--- src/rtl/ch_readout_receiver_pkg.sv ---
// ch_readout_receiver_pkg: register codes, receiver states and frame constants for the channel readout link
package ch_readout_receiver_pkg;
  localparam int CH_FRAME_BITS = 10;
  typedef enum logic [2:0] {
    RSEL_TRIGCNT = 3'd0,
    RSEL_CA      = 3'd1,
    RSEL_CB      = 3'd2,
    RSEL_CC      = 3'd3,
    RSEL_CD      = 3'd4,
    RSEL_CE      = 3'd5
  } rsel_t;
  typedef enum logic [2:0] {
    S_IDLE,
    S_SELECT,
    S_LOAD,
    S_WAIT,
    S_SHIFT,
    S_PRESENT,
    S_DONE
  } rx_state_t;
  function automatic rsel_t next_sel(input rsel_t s, input logic skip_empty);
    return (skip_empty && s == RSEL_TRIGCNT) ? RSEL_CE : rsel_t'(s + 3'd1);
  endfunction
endpackage

--- src/rtl/ch_readout_receiver_if.sv ---
// ch_readout_receiver_if: sweep control, serial channel link and word handshake bundle
interface ch_readout_receiver_if
  import ch_readout_receiver_pkg::*;
#(
  parameter int FRAME_BITS = CH_FRAME_BITS
);
  logic start;
  logic cnt_ser;
  logic [2:0] select_reg;
  logic inst_readout;
  logic [FRAME_BITS-1:0] word_data;
  logic [2:0] word_sel;
  logic word_last;
  logic word_valid;
  logic word_ready;
  logic busy;
  logic done;
  modport master (
    input start, cnt_ser, word_ready,
    output select_reg, inst_readout, word_data, word_sel, word_last, word_valid, busy, done
  );
  modport slave (
    output start, cnt_ser, word_ready,
    input select_reg, inst_readout, word_data, word_sel, word_last, word_valid, busy, done
  );
endinterface

--- src/rtl/ch_readout_receiver_shifter.sv ---
// ch_readout_shifter: MSB-first deserializer with bit counter and last-bit flag
module ch_readout_shifter #(
  parameter int W = 10
) (
  input  logic         clk,
  input  logic         rst,
  input  logic         en,
  input  logic         ser,
  output logic [W-1:0] data,
  output logic         frame_done
);
  localparam int CW = $clog2(W);
  logic [CW-1:0] cnt;
  assign frame_done = en && cnt == CW'(W - 1);
  // shift one bit per enabled cycle; the counter wraps after the last bit of a frame
  always_ff @(posedge clk)
    if (rst) begin
      data <= '0;
      cnt  <= '0;
    end else if (en) begin
      data <= {data[W-2:0], ser};
      cnt  <= frame_done ? '0 : cnt + CW'(1);
    end
endmodule

--- src/rtl/ch_readout_receiver.sv ---
// ch_readout_receiver: sweeps channel registers and deserializes frames; CH_READOUT_SKIP_EMPTY_EN skips CA..CD when the trigger count is zero
module ch_readout_receiver
  import ch_readout_receiver_pkg::*;
#(
  parameter int FRAME_BITS = CH_FRAME_BITS,
  parameter int LOAD_LAT   = 1
) (
  input logic clk,
  input logic rst,
  ch_readout_receiver_if.master bus
);
`ifdef CH_READOUT_SKIP_EMPTY_EN
  localparam logic SKIP_EMPTY = 1'b1;
`else
  localparam logic SKIP_EMPTY = 1'b0;
`endif
  localparam logic [1:0] WAIT_INIT = 2'(LOAD_LAT > 1 ? LOAD_LAT - 2 : 0);
  rx_state_t state;
  rsel_t sel;
  rsel_t nxt;
  logic [1:0] wcnt;
  logic frame_done;
  assign nxt = next_sel(sel, SKIP_EMPTY && bus.word_data == '0);
  ch_readout_shifter #(.W(FRAME_BITS)) u_shifter (
    .clk(clk),
    .rst(rst),
    .en(state == S_SHIFT),
    .ser(bus.cnt_ser),
    .data(bus.word_data),
    .frame_done(frame_done)
  );
  // sweep sequencer; every output is set on the transition into the state that owns it
  always_ff @(posedge clk)
    if (rst) begin
      state            <= S_IDLE;
      sel              <= RSEL_TRIGCNT;
      wcnt             <= '0;
      bus.select_reg   <= '0;
      bus.inst_readout <= 1'b0;
      bus.word_sel     <= '0;
      bus.word_last    <= 1'b0;
      bus.word_valid   <= 1'b0;
      bus.busy         <= 1'b0;
      bus.done         <= 1'b0;
    end else begin
      bus.inst_readout <= 1'b0;
      bus.done         <= 1'b0;
      case (state)
        S_IDLE:
          if (bus.start) begin
            state          <= S_SELECT;
            sel            <= RSEL_TRIGCNT;
            bus.select_reg <= RSEL_TRIGCNT;
            bus.busy       <= 1'b1;
          end
        S_SELECT: begin
          state            <= S_LOAD;
          bus.inst_readout <= 1'b1;
        end
        S_LOAD: begin
          state <= LOAD_LAT == 1 ? S_SHIFT : S_WAIT;
          wcnt  <= WAIT_INIT;
        end
        S_WAIT:
          if (wcnt == '0) state <= S_SHIFT;
          else wcnt <= wcnt - 2'd1;
        S_SHIFT:
          if (frame_done) begin
            state          <= S_PRESENT;
            bus.word_valid <= 1'b1;
            bus.word_sel   <= sel;
            bus.word_last  <= sel == RSEL_CE;
          end
        S_PRESENT:
          if (bus.word_ready) begin
            bus.word_valid <= 1'b0;
            if (bus.word_last) begin
              state    <= S_DONE;
              bus.done <= 1'b1;
            end else begin
              state          <= S_SELECT;
              sel            <= nxt;
              bus.select_reg <= nxt;
            end
          end
        default: begin
          state    <= S_IDLE;
          bus.busy <= 1'b0;
        end
      endcase
    end
endmodule

--- src/flat_wrapper.sv ---
// flat-port wrapper written by rule: the top's interface ports become plain ports
module ch_readout_receiver_flat import ch_readout_receiver_pkg::*;
#(
  parameter int FRAME_BITS = CH_FRAME_BITS,
  parameter int LOAD_LAT   = 1
)
  (clk, rst, bus_start, bus_cnt_ser, bus_word_ready, bus_select_reg, bus_inst_readout, bus_word_data, bus_word_sel, bus_word_last, bus_word_valid, bus_busy, bus_done);
  ch_readout_receiver_if #(.FRAME_BITS(FRAME_BITS)) bus_i ();
  input logic clk;
  input logic rst;
  input wire logic [$bits(bus_i.start)-1:0] bus_start;
  input wire logic [$bits(bus_i.cnt_ser)-1:0] bus_cnt_ser;
  input wire logic [$bits(bus_i.word_ready)-1:0] bus_word_ready;
  output wire logic [$bits(bus_i.select_reg)-1:0] bus_select_reg;
  output wire logic [$bits(bus_i.inst_readout)-1:0] bus_inst_readout;
  output wire logic [$bits(bus_i.word_data)-1:0] bus_word_data;
  output wire logic [$bits(bus_i.word_sel)-1:0] bus_word_sel;
  output wire logic [$bits(bus_i.word_last)-1:0] bus_word_last;
  output wire logic [$bits(bus_i.word_valid)-1:0] bus_word_valid;
  output wire logic [$bits(bus_i.busy)-1:0] bus_busy;
  output wire logic [$bits(bus_i.done)-1:0] bus_done;
  assign bus_i.start = bus_start;
  assign bus_i.cnt_ser = bus_cnt_ser;
  assign bus_i.word_ready = bus_word_ready;
  assign bus_select_reg = bus_i.select_reg;
  assign bus_inst_readout = bus_i.inst_readout;
  assign bus_word_data = bus_i.word_data;
  assign bus_word_sel = bus_i.word_sel;
  assign bus_word_last = bus_i.word_last;
  assign bus_word_valid = bus_i.word_valid;
  assign bus_busy = bus_i.busy;
  assign bus_done = bus_i.done;
  ch_readout_receiver #(.FRAME_BITS(FRAME_BITS), .LOAD_LAT(LOAD_LAT)) u_core (.clk(clk), .rst(rst), .bus(bus_i));
endmodule
--- config.mk ---
export PLATFORM = sky130hd
export DESIGN_NAME = ch_readout_receiver_flat
export DESIGN_NICKNAME = d
export VERILOG_FILES = /design/src/rtl/ch_readout_receiver_pkg.sv /design/src/rtl/ch_readout_receiver_if.sv /design/src/rtl/ch_readout_receiver_shifter.sv /design/src/rtl/ch_readout_receiver.sv /design/src/flat_wrapper.sv
export SDC_FILE = /design/constraint.sdc
export NUM_CORES = 1
export LEC_CHECK = 0
export BUFFER_PORTS_ARGS = -buffer_cell sky130_fd_sc_hd__buf_2
export CORE_MARGIN = 8
export CORE_UTILIZATION = 55
export DETAILED_ROUTE_END_ITERATION = 10
export GPL_TIMING_DRIVEN = 0
export PLACE_DENSITY = 0.79
export SYNTH_ARGS = -nofsm -noshare
export SYNTH_HDL_FRONTEND = slang
export SYNTH_HIERARCHICAL = 1
export SYNTH_SLANG_ARGS = --single-unit
--- constraint.sdc ---
create_clock -name clk -period 3.3 [get_ports clk]
set_clock_uncertainty 0.15 [all_clocks]
set_input_delay 0.33 -clock clk [delete_from_list [all_inputs] [get_ports clk]]
set_output_delay 0.33 -clock clk [all_outputs]
set_load 0.005 [all_outputs]
==> metrics, run 1 <==
status=completed; Via density=5.33; crit share post-route=69.7%; most frequent cell after synthesis=dfxtp_1; GRT Util Overall=13.7%; CP Capture Type=flop; DR vias=1115; Hold Vio Cnt, Final=0; Synth Area per Inst=9.54 µm²; Iter 0 DRT Violations=34; Seq/Total Area, Yosys=43.1%; synthesis-to-layout area growth=16.3%; Power Dens Cells=412 nW/µm²; CTS tree=done; initial antenna violation count=0; largest cells by area after synthesis=dfxtp_1 (43%), mux2i_1 (12%), nor2_1 (4.9%); R2R Path Start=u_core/state[2]; top routing layer in use=met4; # hold bufs at CTS=0; RD Place Congestion=0.799; number of routed nets with antenna violations=0; Yosys top cell area share=43.1%; Post-synth ARST share=0%; # diodes=0; Slew HR=67.4%; R2R Setup Slk=1.0 ns; met2 WL=1.27 mm; Ports=26; Nets=188; Setup Buffers After CTS=0; count of final setup violators=0; WS Path Type=reg -> reg; WL/cell=13.2 µm; CTS Sinks=30; reg2reg end=u_core/bus.word_sel[0]; clock-pin slew on the worst setup and hold paths=0.09 ns; CP startpoint kind=flop; critical path fanouts, max=10; WHS Path Cells=3; Synth Instances=146; Post-synth top cells=dfxtp_1 (30), nor2_1 (18), mux2i_1 (17), a21oi_1 (7); crit path DAT=2.34 ns; WL met1=1.22 mm; Die Y=66.3 µm; Post-synth EDFFs=0; post-cts gate resize count=0; Max clock buf depth=2; pre-CTS setup slack=1.08 ns; Met3 Wirelength=252 µm; later-pin clock latency in the skew report=0.32 ns; maxcap violations=0; share of cells above drive strength 1=25.1%; Synth Cell Area=1390 µm²; Initial Utilization=57.3%; Setup WS post-layout=1.00 ns; min Tclk post-route=2.30 ns; Max Freq=435 MHz; H-Tree Level Count=2; Slew @ Worst Pin=0.488 ns; dominant cell type by area after synthesis=dfxtp_1; Routed WL=2.77 mm; WHS Endpoint=u_core/u_shifter/data[0]; distinct cell type count of the synthesized netlist=39; Leak Pwr=0.724 nW; pin count of the biggest net entering global routing=11; RSZ-0062 raised after global routing=false; Die W=66.3 µm; DPL Wire Length=2.11 mm; Die Area=4400 µm²; Hold Crit Class=in -> reg; first-pass GRT wire length=4.66 mm; worst vdd rail ir drop=0.350 mV; FF-to-FF path depth=10; vias in the first global route=1090; DRC Markers=0; CTS buffer count=5; Syn Nets=156; FF+latch count, synth=30; core outline area=2430 µm²; Req. time, crit path=3.34 ns; Setup TNS=0 ns; synth warn=6; top_reg_cell synth=dfxtp_1; # rows=18; GRT Residual Overflow=0; IO Port Bufs=25; Pre-antenna DRT Iters=4; HP Start=bus_cnt_ser; Final Max Tran Viols=0; Clock Tree Root=clkbuf_4
## metal layers
metal,track usage [%],vias up
li1,-,570
met2,22.1,30
met5,0,-
met1,14.5,513
met4,6.40,0
met3,7.12,2
## worst max-delay path: stages, from the launching register on
cell and delay (ns):
dfxtp_1 0.39, buf_2 0.23, nand2b_1 0.16, nor2_1 0.15, buf_6 0.16, nand4b_4 0.13, inv_2 0.12, nor4bb_1 0.21
buf_2 0.22, mux2i_1 0.21, nor2_1 0.05
## cells by family (layout without fill, tap and decap cells)
group | after synthesis | count (layout) | share of synthesized area (%)
AND/OR/NAND/NOR | 55 | 55 | 22.9
flip-flops | 30 | 30 | 43.1
AO/OA/AOI/OAI | 20 | 20 | 9.25
multiplexers | 17 | 17 | 12.2
buffers and inverters | 17 | 50 | 6.74
adder cells (fa/ha/maj) | 5 | 5 | 4.49
XOR/XNOR | 2 | 2 | 1.26
## through the flow
step | cell area [µm²] | util (%) | power (mW) | instances | hold WS (ns)
after global routing | 1620 | 66.6 | 0.706 | 209 | 0.0954
after CTS | 1620 | 66.6 | 0.679 | 209 | 0.0802
after floorplan | 1390 | - | 0.434 | 146 | 0.250
after detailed placement | 1560 | 63.9 | 0.453 | 201 | 0.326
final | 1620 | 66.6 | 0.667 | 209 | 0.101
after global placement | 1560 | 63.9 | 0.451 | 201 | 0.318
## how the worst max path moves through the flow
stage               slack [ns]       startpoint  cells past startpoint                      to
floorplan                 1.36  u_core/state[2]                     10  u_core/bus.word_sel[0]
global placement          1.14  u_core/state[2]                     10  u_core/bus.word_sel[2]
detailed placement        1.08  u_core/state[2]                     10  u_core/bus.word_sel[0]
CTS                       1.03  u_core/state[2]                     10  u_core/bus.word_sel[0]
global route              0.85  u_core/state[2]                     10  u_core/bus.word_sel[1]
finish                     1.0  u_core/state[2]                     10  u_core/bus.word_sel[0]
## layout by cell type (no fill, tap or decap), types with 2 or more instances in the layout
cell type and instances:
a21oi_1 7, buf_2 30, clkbuf_1 2, clkbuf_4 5, dfxtp_1 30, ha_1 5, inv_1 6, inv_2 2
mux2i_1 17, nand2_1 5, nand2b_1 6, nand3_1 5, nand3b_1 3, nand4_1 2, nand4b_1 2, nor2_1 18
nor2b_1 4, nor3_1 3, o22ai_1 2, xor2_1 2
## layout make-up
cell class,instances,area [µm²]
fill,209,813
multi-input combinational,99,698
timing repair buffer,25,125
tap,30,37.5
sequential,30,601
inverter,8,30.0
buffer,9,63.8
clock inverter,2,12.5
clock buffer,6,51.3
## power breakdown
group,leakage [nW],internal (mW),switching (mW)
sequential,0.243,0.369,0.00779
clock,0.0343,0.102,0.120
combinational,0.447,0.0309,0.0368
total,0.724,0.502,0.164
## state kept, by name (all words and copies together) (netlist names)
signal,flops
u_core/bus.inst_readout,1
u_core/bus.word_last,1
u_core/state,3
u_core/sel,3
u_core/bus.done,1
u_core/u_shifter/cnt,4
u_core/bus.busy,1
u_core/wcnt,2
u_core/u_shifter/data,10
u_core/bus.word_valid,1
u_core/bus.word_sel,3
No activity file was read; power rests on OpenSTA's default activity.
==> run 2, diff against run 1 <==
Settings changed: ABC_AREA set to 1, CORE_UTILIZATION 55 to 53, PLACE_DENSITY 0.79 to 0.77.
Clock period 3.3 ns to 2.3 ns, I/O delays scaled along.
==> run 2 against run 1 <==
Effect of this change: routed wire length grew 11%; power increased to 2.8 times the previous value; flip-flop and latch count did not move; utilization is 0.46 points higher; largest cell class unchanged; largest power group unchanged.
==> metrics, run 2 <==
WS Path Type=reg -> reg (unchanged); Synth Instances=184 (was 146); placed cells=239 (was 201); largest cells by area after synthesis=dfxtp_1 (44%), nand2_1 (9.9%), nor2_1 (9.9%) (was dfxtp_1 (43%), mux2i_1 (12%), nor2_1 (4.9%)); DR vias=1313 (was 1115); distinct cell type count of the synthesized netlist=26 (was 39); crit share post-route=90.0% (was 69.7%); Hold WS=0.0298 ns (was 0.101 ns); CTS tree=done (unchanged); Post-synth ARST share=0% (unchanged); # diodes=0 (unchanged); vias in the first global route=1221 (was 1090); status=completed (unchanged); Slew HR=70.7% (was 67.4%); Die Area=4450 µm² (was 4400 µm²); Syn Nets=194 (was 156); Final Max Tran Viols=0 (unchanged); Die W=66.7 µm (was 66.3 µm); Die Y=66.7 µm (was 66.3 µm); number of routed nets with antenna violations=0 (unchanged); Seq/Total Area, Yosys=44.1% (was 43.1%); Iter 0 DRT Violations=69 (was 34); RSZ-0062 raised after global routing=false (unchanged); pin count of the biggest net entering global routing=11 (unchanged); RD Place Congestion=0.824 (was 0.799); core outline area=2450 µm² (was 2430 µm²); # rows=18 (unchanged); Routed WL=3.07 mm (was 2.77 mm); maxcap violations=0 (unchanged); worst vdd rail ir drop=0.800 mV (was 0.350 mV); synthesis-to-layout area growth=20.9% (was 16.3%); Biggest register=u_core/u_shifter/data (unchanged); H-Tree Level Count=2 (unchanged); Non-Filler Instances=248 (was 209); Post-synth top cells=nand2_1 (36), nor2_1 (36), dfxtp_1 (30), inv_1 (18) (was dfxtp_1 (30), nor2_1 (18), mux2i_1 (17), a21oi_1 (7)); min Tclk post-route=2.07 ns (was 2.30 ns); first-pass GRT wire length=5.16 mm (was 4.66 mm); Register Area=601 µm² (unchanged); Synth Cell Area=1360 µm² (was 1390 µm²); max reg flops=10 (unchanged); Setup Buffers After CTS=0 (unchanged); Via density=5.29 (was 5.33); Leak Pwr=0.806 nW (was 0.724 nW); CP startpoint kind=flop (unchanged); Pre-antenna DRT Iters=4 (unchanged); synth warn=6 (unchanged); Ports=26 (unchanged); share of cells above drive strength 1=22.9% (was 25.1%); clock-pin slew on the worst setup and hold paths=0.11 ns (was 0.09 ns); critical path fanouts, max=7 (was 10); Initial Utilization=55.5% (was 57.3%); CP Capture Type=flop (unchanged); IO Port Bufs=25 (unchanged); Post-synth EDFFs=0 (unchanged); initial antenna violation count=0 (unchanged); Synth Area per Inst=7.40 µm² (was 9.54 µm²); Fillers=208 (was 209); DRC Markers=0 (unchanged); Yosys top cell area share=44.1% (was 43.1%); Setup TNS=0 ns (unchanged); count of final setup violators=0 (unchanged); crit path DAT=2.20 ns (was 2.34 ns); Clock Tree Root=clkbuf_4 (unchanged); Req. time, crit path=2.43 ns (was 3.34 ns); CTS buffer count=5 (unchanged); GRT Util Overall=15.4% (was 13.7%); top flop regs=u_core/u_shifter/data: 10 flops, u_core/u_shifter/cnt: 4 flops (unchanged); Max Freq=483 MHz (was 435 MHz); most frequent cells in the layout=nand2_1 (36), nor2_1 (36), dfxtp_1 (30) (was buf_2 (30), dfxtp_1 (30), nor2_1 (18)); WL/cell=12.4 µm (was 13.2 µm); Power Dens Cells=1140 nW/µm² (was 412 nW/µm²); CTS Sinks=30 (unchanged); top_reg_cell synth=dfxtp_1 (unchanged); later-pin clock latency in the skew report=0.34 ns (was 0.32 ns); Slew @ Worst Pin=0.440 ns (was 0.488 ns); GRT Residual Overflow=0 (unchanged); Nets=227 (was 188); area occupied by multi-input gates=644 µm² (was 698 µm²); Hold Vio Cnt, Final=0 (unchanged); Max clock buf depth=2 (unchanged); dominant cell type by area after synthesis=dfxtp_1 (unchanged); Hold Crit Class=in -> reg (unchanged); DPL Wire Length=2.26 mm (was 2.11 mm); FF+latch count, synth=30 (unchanged)
==> run 2: cell count changes in the layout (fill, tap and decap cells not counted), sizes merged, moves of 3 or more <==
cell	delta
nand2b	-6
o21ai	+13
nand3	+4
nand4b	-3
nand2	+34
nor2b	-4
buf	-4
nor3	-4
mux2i	-17
nor2	+24
inv	+12
==> run 2: routing by layer <==
layer / global-route usage [%] / wire, µm / vias up
li1: - / - / 652
met1: 16.6 / 1350 / 619
met2: 24.4 / 1490 / 34
met3: 6.38 / 151 / 8
met4: 9.33 / 80 / 0
met5: 0 / 0 / -
==> run 2: kinds of logic after synthesis <==
kind of cell,share of synthesized area (%)
AOI/OAI and AO/OA,10.8
xor gates and xnor gates,1.29
buffers and inverters,8.55
and+or+nand+nor,30.7
DFF,44.1
adders and majority gates,4.60
==> run 2: cell type report <==
cell class	instances	area share (%)
Buffer	5	2.51
Clock buffer	6	3.12
Clock inverter	2	3.65
Inverter	20	4.56
Multi-Input combinational cell	129	39.2
Sequential cell	30	36.5
Tap cell	30	2.28
Timing Repair Buffer	26	8.21
==> run 2: power by group <==
group,switching (mW),internal [mW]
logic,0.360,0.235
clock network,0.190,0.368
registers,0.0970,0.632
==> run 2: per-stage QoR <==
stage	power, mW	setup slack (ns)	cell area (µm²)	utilization, %
after detailed placement	1.33	0.297	1520	62.1
after global placement	1.30	0.359	1520	62.1
after CTS	1.89	0.250	1650	67.0
after floorplan	1.14	0.538	1360	-
final	1.88	0.230	1650	67.0
after global routing	2.01	0.0684	1650	67.0
==> run 2: final timing paths <==
check                              start                     end  slack (ns)  depth (start not counted)
hold / removal            bus_word_ready         u_core/bus.done        0.03                          3
hold reg to reg   u_core/bus.word_sel[2]  u_core/bus.word_sel[2]        0.31                          2
setup / recovery         u_core/state[0]         u_core/state[0]        0.23                         11
setup reg to reg         u_core/state[0]         u_core/state[0]        0.23                         11
==> run 2: worst max-delay path, stage by stage, from the launching register on <==
cell and delay (ns):
dfxtp_1 0.41, nor2_4 0.18, nand2_1 0.14, inv_1 0.17, nand4_1 0.20, inv_1 0.09, inv_1 0.07, nand3_1 0.09
nand2_1 0.08, nor2_2 0.20, nand2_1 0.09, a21oi_1 0.14
==> run 2: repair_timing <==
| item | 4_1_cts | 5_1_grt |
|---|---|---|
| gates resized for setup | 0 | 0 |
| endpoints found under the hold margin | 1 | 0 |
| hold buffers | 1 | 0 |
